===== src/rtl/jpeg_byte_serializer.sv =====
// Purpose: unstuffs a JPEG entropy-coded byte stream, reports markers/EOI and serializes data bits MSB first.
// Latency: a data byte accepted at edge t drives serial_out during cycles t+1..t+8; marker pulses land in cycle t+1.
// Backpressure: byte_ready_out rises only when at most one bit is left, so the bit stream never stalls; none downstream.
//
// Ports:
//   clk_in, rst_in              - clock (rising edge) and asynchronous active-low reset
//   byte_in, byte_valid_in      - input byte stream, valid/ready handshake with byte_ready_out
//   serial_out, serial_valid_out- one bit per cycle toward jpeg_decoder
//   marker_out, marker_valid_out- last marker code (second byte) and one-cycle update pulse
//   eoi_out                     - one-cycle pulse on an FFD9 marker
module jpeg_byte_serializer #(
  parameter bit EOI_HALT = 1'b1
) (
  input  logic       clk_in,
  input  logic       rst_in,
  input  logic [7:0] byte_in,
  input  logic       byte_valid_in,
  output logic       byte_ready_out,
  output logic       serial_out,
  output logic       serial_valid_out,
  output logic [7:0] marker_out,
  output logic       marker_valid_out,
  output logic       eoi_out
);

  typedef enum logic {
    RUN  = 1'b0,
    DONE = 1'b1
  } state_t;

  state_t     state, state_nxt;
  logic       ff_pend, ff_pend_nxt;
  logic [7:0] shreg, shreg_nxt;
  logic [3:0] rem, rem_nxt;
  logic [7:0] marker_nxt;
  logic       marker_vld_nxt;
  logic       eoi_nxt;
  logic       accept;

  // Ready while the last bit is on the wire so a new byte lands exactly as
  // the old one finishes, giving a gapless bit stream.
  assign byte_ready_out = (state == RUN) && (rem <= 4'd1);
  assign accept         = byte_valid_in && byte_ready_out;

  // Bit outputs are decoded straight from the registers, so an asynchronous
  // reset silences them without waiting for a clock edge.
  assign serial_valid_out = (rem != 4'd0);
  assign serial_out       = serial_valid_out & shreg[7];

  always_comb begin
    state_nxt      = state;
    ff_pend_nxt    = ff_pend;
    shreg_nxt      = shreg;
    rem_nxt        = rem;
    marker_nxt     = marker_out;
    marker_vld_nxt = 1'b0;
    eoi_nxt        = 1'b0;

    // Draining continues in both states; a load below overrides the final shift.
    if (rem != 4'd0) begin
      shreg_nxt = {shreg[6:0], 1'b0};
      rem_nxt   = rem - 4'd1;
    end

    case (state)
      RUN: begin
        if (accept) begin
          if (!ff_pend) begin
            if (byte_in == 8'hFF) begin
              ff_pend_nxt = 1'b1;
            end else begin
              shreg_nxt = byte_in;
              rem_nxt   = 4'd8;
            end
          end else if (byte_in == 8'h00) begin
            // FF00 is a stuffed literal FF
            shreg_nxt   = 8'hFF;
            rem_nxt     = 4'd8;
            ff_pend_nxt = 1'b0;
          end else if (byte_in != 8'hFF) begin
            // FF followed by anything but 00/FF is a marker; extra FFs are fill
            ff_pend_nxt    = 1'b0;
            marker_nxt     = byte_in;
            marker_vld_nxt = 1'b1;
            if (byte_in == 8'hD9) begin
              eoi_nxt = 1'b1;
              if (EOI_HALT) begin
                state_nxt = DONE;
              end
            end
          end
        end
      end
      DONE: begin
        // Terminal until reset; only the drain above is active.
      end
      default: begin
        state_nxt = RUN;
      end
    endcase
  end

  always_ff @(posedge clk_in or negedge rst_in) begin
    if (!rst_in) begin
      state            <= RUN;
      ff_pend          <= 1'b0;
      shreg            <= 8'h00;
      rem              <= 4'd0;
      marker_out       <= 8'h00;
      marker_valid_out <= 1'b0;
      eoi_out          <= 1'b0;
    end else begin
      state            <= state_nxt;
      ff_pend          <= ff_pend_nxt;
      shreg            <= shreg_nxt;
      rem              <= rem_nxt;
      marker_out       <= marker_nxt;
      marker_valid_out <= marker_vld_nxt;
      eoi_out          <= eoi_nxt;
    end
  end

endmodule


===== config.mk =====
export PLATFORM = sky130hd
export DESIGN_NAME = jpeg_byte_serializer
export DESIGN_NICKNAME = d
export VERILOG_FILES = /design/src/rtl/jpeg_byte_serializer.sv
export SDC_FILE = /design/constraint.sdc
export NUM_CORES = 1
export LEC_CHECK = 0
export BUFFER_PORTS_ARGS = -buffer_cell sky130_fd_sc_hd__buf_2
export CAP_MARGIN = 10
export CORE_MARGIN = 3
export CORE_UTILIZATION = 43
export CTS_CLUSTER_SIZE = 8
export DETAILED_ROUTE_END_ITERATION = 6
export PLACE_DENSITY_LB_ADDON = 0.3
export SYNTH_ARGS = -nofsm -noshare
export SYNTH_HDL_FRONTEND = slang
export SYNTH_SLANG_ARGS = --single-unit

===== constraint.sdc =====
create_clock -name clk_in -period 3.85 [get_ports clk_in]
set_clock_uncertainty 0.15 [all_clocks]
set_input_delay 0.5775 -clock clk_in [delete_from_list [all_inputs] [get_ports clk_in]]
set_output_delay 0.5775 -clock clk_in [all_outputs]
set_load 0.1 [all_outputs]

# Word-level counts from Yosys, hierarchy flattened
# Cells that the tools add are included.
[word_totals]
regBits = 24
wordCells = 49
latchBits = 0
ramBits = 0
romBits = 0
n_memories = 0
output_inout_bits = 13
[classes]
n_mux = 28
mul = 0
shift = 0
div_mod_pow = 0
bitwise_logic = 3
n_reduce_logical = 6
order_cmp = 1
eq_ne = 3
addsub = 1
[ops]
columns = ["cell", "count"]
rows = [
  ["8-bit two-way mux", 6],
  ["4-bit two-way mux", 6],
  ["8-bit equality test (second input constant)", 2],
  ["1-bit two-way mux", 16],
  ["8-bit logical NOT", 1],
  ["8-bit != test (second input constant)", 1],
  ["5-bit AND reduction", 1],
  ["4-bit by 1-bit <= comparator with 1-bit output (second input constant)", 1],
  ["4-bit nonzero test", 1],
  ["4-bit by 1-bit subtractor with 4-bit output (second input constant)", 1],
  ["1-bit logical AND", 2],
  ["1-bit NOT", 2],
  ["2-bit AND reduction", 1],
  ["1-bit AND", 1],
]

# Depth between registers and ports, before layout
# Gate-level depths: netlist (run 1).
[depth]
depth_word = 7
ltp_mapped = 7
depth_no_buf = 6

# Worst setup path before layout (run 1)
# No wires, ideal clock.
[synth_timing]
path_type = "reg-to-output"
from = "register rem[0]"
to = "output port serial_out"
n_path_buf = 1
arrival_ns = 2.174
setup_slack_ns = 0.949
required_ns = 3.122
path_stages_with_launch = 6
cell_sequence = "dfrtp_1 -> inv_1 -> ha_1 -> nand2_1 -> buf_2 -> and2_1"
[synth_between]
elab_chain_len = 2
[synth_rtl]
columns = ["item", "line_no", "rtl"]
rows = [
  ["start: declaration", "34", "logic [3:0] rem, rem_nxt;"],
  ["start signal: assignment", "116", "rem <= rem_nxt;"],
  ["4-bit nonzero test", "47", "assign serial_valid_out = (rem != 4'd0);"],
  ["named net serial_valid_out", "20", "output logic serial_valid_out,"],
  ["1-bit AND", "48", "assign serial_out = serial_valid_out & shreg[7];"],
  ["end: declaration", "19", "output logic serial_out,"],
]
# The timed path passes the listed nets, and every way through them passes these cells.

# Worst setup path in the final report (run 1)
[layout_timing]
from = "register rem[0]"
to = "output port serial_out"
[layout_between]
elab_chain_len = 2
[layout_rtl]
columns = ["item", "line_no"]
rows = [
  ["4-bit nonzero test", "47"],
  ["1-bit AND", "48"],
]
# Every way passes these cells.

==> reports/metrics.cfg, run 1 <==
[outcome]
status=finished, final reports clean

[final_layout]
fin_nets=133
multiInputGateArea_um2=503
area_growth_pct=12.5
stdcell_count=148
fin_area_um2=1300
drive_gt1_share_pct=31.4
fillers=228
diodes=0
final-seq-area_um2=601

[sta]
rsz0062_at_grt=no
maxSlewHeadroom_pct=65.0
slew_violations=0
finalSetupViolCount=0
setup_ws_ps=1070
fmax_ghz=0.360
period_share_pct=72.2
hold_violations=0
worst_pin_slew_ps=526
hold_slack_ps=81.5
finalSetupTns_ps=0
finalCriticalPeriod_ps=2780

[place]
dp.cells=145
dp_hpwl_um=1600
pre_cts_ws_ps=1400
port-buffer-count=23
gp_congestion=0.724
place_area_um2=1270

[floorplanning]
design.die.area_um2=3340
core_um2=2520
die_h_um=57.8
ios=24
die_w_um=57.8
initial_core_util_pct=45.7
rows=18

[power]
vdd_drop_max_uv=518
leakage_nw=0.716
power.density_nw_per_um2=706

[synth]
synth_cell_types=32
synth_common_cells=24 x dfrtp_1, 9 x a2bb2oi_1, 7 x mux2i_1, 6 x mux2_4, 6 x nand2_1
syn_area_um2=1150
syn_avg_cell_area_um2=12.0
synth_area_leaders=dfrtp_1 52%, mux2_4 7.8%, a2bb2oi_1 6.8%, mux2i_1 6.1%, ha_1 2.2%
ys_seq_area_share_pct=52.1
synth_edf_count=0
syn_nets=109
yosysMostFrequentCell=dfrtp_1
synth_cells=96
synth-async-reset-ratio_pct=100
yosysWarnings=0
synth_seq_cells=24
synth_ff_type=dfrtp_1
netlist.area_leader.share_pct=52.1
yosys.area.top_type=dfrtp_1

[routing]
drt_wl_total_um=2170
routed_wire_length_per_instance_um=14.7
viasPerCell=5.56
vias=823
firstDrtPassIters=4
first_iter_violations=17
drt_drc_violations_left=0
ant_nets=0

[setup_path]
crit_arrival_ps=2050
endpoint_kind=primary output
rr_worst_depth=6
crit_required_ps=3120
path_max_fanout=12
worstSetupStartpointType=register
crit_type=reg2out

[global_route]
antenna_found_initial=0
grt_pass1_vias=794
grt_overflow=0
grt_usage_pct=14.1
grt_max_degree=25
grt_pass1_wl_um=3660

[clock_network]
clk_latency_ps=300
cts.clk_slew.worst_paths_ps=120
cts-buffers-inserted=3
cts_setup_buffers=0
cts.path.max_buffers=2
cts.sinks=24
root_buffer=clkbuf_4
hold_buffers=0
ctsResizeCount=0
h-tree-depth=1
cts_tree=done

[run]
drv_cap=0

[hold_path]
hold_class=in2async

-- path summary, 6_finish.rpt --
path	startpoint	to	slack [ps]
max	rem[0]$_DFF_PN0_	serial_out	1070
min in group clk_in	marker_out[5]$_DFFE_PN0P_	marker_out[5]$_DFFE_PN0P_	370
min reg2reg	marker_out[5]$_DFFE_PN0P_	marker_out[5]$_DFFE_PN0P_	370
max reg2reg	rem[0]$_DFF_PN0_	marker_out[5]$_DFFE_PN0P_	1680
max in group asynchronous	rst_in	shreg[7]$_DFF_PN0_	3120
min	rst_in	shreg[5]$_DFF_PN0_	80
-- flip-flops by register name, summed over array words and instances, names as in the netlist --
signal            flops
marker_out            8
shreg                 8
rem                   4
eoi_out               1
ff_pend               1
marker_valid_out      1
state                 1
-- cell type report --
| cell class | count | area share [%] |
|---|---|---|
| Clock buffer | 3 | 1.74 |
| Inverter | 5 | 1.45 |
| Multi-Input combinational cell | 63 | 38.8 |
| Sequential cell | 24 | 46.3 |
| Tap cell | 30 | 2.89 |
| Timing Repair Buffer | 23 | 8.87 |
-- metal layers --
metal	track usage, %	routed length [um]
met4	6.95	23
met1	19.9	1020
met3	1.34	124
met2	21.8	1000
met5	0	0
-- kinds of logic after synthesis --
kind of cell / count (synthesis) / share of synthesized area [%]
adders and majority gates: 2 / 2.17
and+or+nand+nor: 31 / 15.4
AOI/OAI and AO/OA: 15 / 10.4
muxes: 14 / 14.9
buffers and inverters: 9 / 4.34
DFF: 24 / 52.1
xor gates and xnor gates: 1 / 0.759
-- stage by stage --
stage / power (mW) / util [%]
6_report: 0.916 / 51.4
3_5_place_dp: 0.819 / 50.5
3_3_place_gp: 0.802 / 50.5
4_1_cts: 0.924 / 51.4
5_1_grt: 0.975 / 51.4
2_1_floorplan: 0.742 / -
-- report_power, final --
part / switching, mW / internal, mW
Combinational: 0.301 / 0.148
Clock: 0.0697 / 0.0365
Sequential: 0.0432 / 0.317
Total: 0.414 / 0.502
-- cell usage in the layout (no fill, tap or decap), types with 2 or more instances in the layout --
master	count
or3_1	2
mux2i_1	7
nor3_1	3
o21ai_0	2
nand3_1	4
nor2_1	4
inv_1	5
clkbuf_4	3
nand2_1	6
a2bb2oi_1	9
dfrtp_1	24
buf_2	23
mux2_4	6
nand4_1	2
ha_1	2
-- worst max-delay path: stages, from the launching register on --
cell and delay, ps:
dfrtp_1 390, inv_1 80, ha_1 270, nand2_1 410, and2_1 190, buf_2 420
No activity file was read; power rests on OpenSTA's default activity.
==> inputs of run 2 (changes only) <==
Clock period 3.85 ns to 2.3 ns, I/O delays scaled along.
==> run 2 against run 1 <==
First-iteration DRC count increased by 29%. Final area increased by 5.4%. Via count decreased by 1.7%. Register-to-register slack got worse by 1600 ps. Global-route usage increased by 0.66 points. Utilization increased by 2.8 points. Power increased by 82%.
==> reports/metrics.cfg, run 2 (synthesis gave the netlist of run 1 again) <==
[global_route]
grt_usage_pct=14.7  ; was 14.1%
grt_pass1_wl_um=3750  ; was 3660 um
grt_pass1_vias=824  ; was 794
grt_max_degree=25  ; unchanged
grt_overflow=0  ; unchanged
antenna_found_initial=0  ; unchanged

[sta]
worst_pin_slew_ps=527  ; was 526 ps
hold_violations=0  ; unchanged
hold_slack_ps=161  ; was 81.5 ps
fmax_ghz=0.455
maxSlewHeadroom_pct=64.8  ; was 65.0%
finalSetupViolCount=0  ; unchanged
finalCriticalPeriod_ps=2200
period_share_pct=95.5
setup_ws_ps=104  ; was 1070 ps
slew_violations=0  ; unchanged
finalSetupTns_ps=0  ; unchanged
rsz0062_at_grt=no  ; unchanged

[floorplanning]
core_um2=2520  ; unchanged
die_w_um=57.8  ; unchanged
rows=18  ; unchanged
initial_core_util_pct=45.7  ; unchanged
ios=24  ; unchanged
die_h_um=57.8  ; unchanged
design.die.area_um2=3340  ; unchanged

[clock_network]
cts-buffers-inserted=3  ; unchanged
h-tree-depth=1  ; unchanged
cts_tree=done  ; unchanged
clk_latency_ps=320  ; was 300 ps
root_buffer=clkbuf_4  ; unchanged
cts.clk_slew.worst_paths_ps=140  ; was 120 ps
cts.path.max_buffers=2  ; unchanged
cts_setup_buffers=0  ; unchanged
cts.sinks=24  ; unchanged

[final_layout]
final_cell_mix=24 x dfrtp_1, 20 x buf_2, 9 x a2bb2oi_1  ; was 24 x dfrtp_1, 23 x buf_2, 9 x a2bb2oi_1
fin_nets=135  ; was 133
final_common_cell=dfrtp_1  ; unchanged
area_growth_pct=18.5  ; was 12.5%
reg.largest.list=marker_out x8, shreg x8, rem x4  ; unchanged
fillers=234  ; was 228
diodes=0  ; unchanged
drive_gt1_share_pct=34.7  ; was 31.4%

[power]
vdd_drop_max_uv=870  ; was 518 uV
leakage_nw=0.746  ; was 0.716 nW
p_seq_share_pct=36.1  ; was 39.4%
power_frac_comb_pct=50.2  ; was 49.0%
power.density_nw_per_um2=1220  ; was 706 nW/um2
switching_share_pct=42.9  ; was 45.2%
clockPowerShare_pct=13.7  ; was 11.6%
p_int_mw=0.952  ; was 0.502 mW
p_sw_mw=0.714  ; was 0.414 mW

[setup_path]
rrSetupSlack_ps=100  ; was 1680 ps
crit_required_ps=2370  ; was 3120 ps
worstSetupStartpointType=register  ; unchanged
crit_type=reg2reg  ; was reg2out
endpoint_kind=register  ; was primary output
r2r-start=rem[0]$_DFF_PN0_  ; unchanged
worstSetupEndpoint=marker_out[2]$_DFFE_PN0P_  ; was serial_out
crit_path_start=rem[0]$_DFF_PN0_  ; unchanged
crit_arrival_ps=2260  ; was 2050 ps
rr_worst_depth=6  ; unchanged
crit-reg2reg-capture=marker_out[2]$_DFFE_PN0P_  ; was marker_out[5]$_DFFE_PN0P_
path_max_fanout=11  ; was 12

[routing]
ant_nets=0  ; unchanged
viasPerCell=5.36  ; was 5.56
routed_wire_length_per_instance_um=14.5  ; was 14.7 um
drt_wl_total_um=2200  ; was 2170 um
vias=809  ; was 823
first_iter_violations=22  ; was 17
drt_drc_violations_left=0  ; unchanged
firstDrtPassIters=4  ; unchanged

[outcome]
status=finished, final reports clean  ; unchanged

[hold_path]
hold_class=in2reg  ; was in2async

[place]
gp_congestion=0.722  ; was 0.724
dp_hpwl_um=1620  ; was 1600 um
pre_cts_ws_ps=155  ; was 1400 ps
port-buffer-count=23  ; unchanged

[run]
drv_cap=0  ; unchanged

==> run 2: power groups by stage <==
stage / clock, mW / combinational (mW) / sequential, mW
floorplan: 0 / 0.603 / 0.647
global placement: 0 / 0.819 / 0.607
detailed placement: 0 / 0.830 / 0.610
CTS: 0.231 / 0.835 / 0.602
global route: 0.251 / 0.908 / 0.616
finish: 0.228 / 0.837 / 0.602
==> run 2: worst min path at each step <==
stage                     startpoint                         to  slack (ps)  cells past startpoint
after detailed placement      rst_in         shreg[5]$_DFF_PN0_         200                      1
after CTS                 byte_in[2]  marker_out[2]$_DFFE_PN0P_         150                      2
after global routing      byte_in[0]  marker_out[0]$_DFFE_PN0P_         150                      2
after floorplan               rst_in          eoi_out$_DFF_PN0_        -100                      0
after global placement        rst_in         shreg[5]$_DFF_PN0_         200                      1
final                     byte_in[1]  marker_out[1]$_DFFE_PN0P_         160                      2
==> run 2: per-stage QoR <==
step	util (%)	total power [mW]	area, um2	instances
6_report	54.2	1.67	1370	151
5_1_grt	54.2	1.78	1370	151
4_1_cts	54.0	1.67	1360	151
3_5_place_dp	52.2	1.44	1320	146
3_3_place_gp	52.2	1.43	1320	146
2_1_floorplan	-	1.25	1160	96
==> run 2: layout make-up <==
class	count	area, um2	share of cell area [%]
multi-input combinational	63	509	37.2
tap	30	37.5	2.74
sequential	24	601	43.9
inverter	5	18.8	1.37
clock buffer	4	36.3	2.65
timing repair buffer	25	165	12.1
==> run 2: repair_timing <==
| action | in CTS | in global routing |
|---|---|---|
| setup endpoints to repair | 0 | 3 |
| hold buffers | 1 | 0 |
| hold endpoints to repair | 24 | 0 |
| gates resized for setup | 0 | 2 |
==> run 2: critical path, cell delays in order, from the launching register on <==
cell and delay (ps):
dfrtp_1 420, inv_1 100, ha_1 260, nor2_1 110
and3b_2 270, nand4_2 350, mux2_4 420
==> run 2: routing by layer <==
metal	GRT usage [%]	wire, um
met3	2.90	101
met4	6.95	46
met5	0	0
met1	19.7	1030
met2	23.1	1020
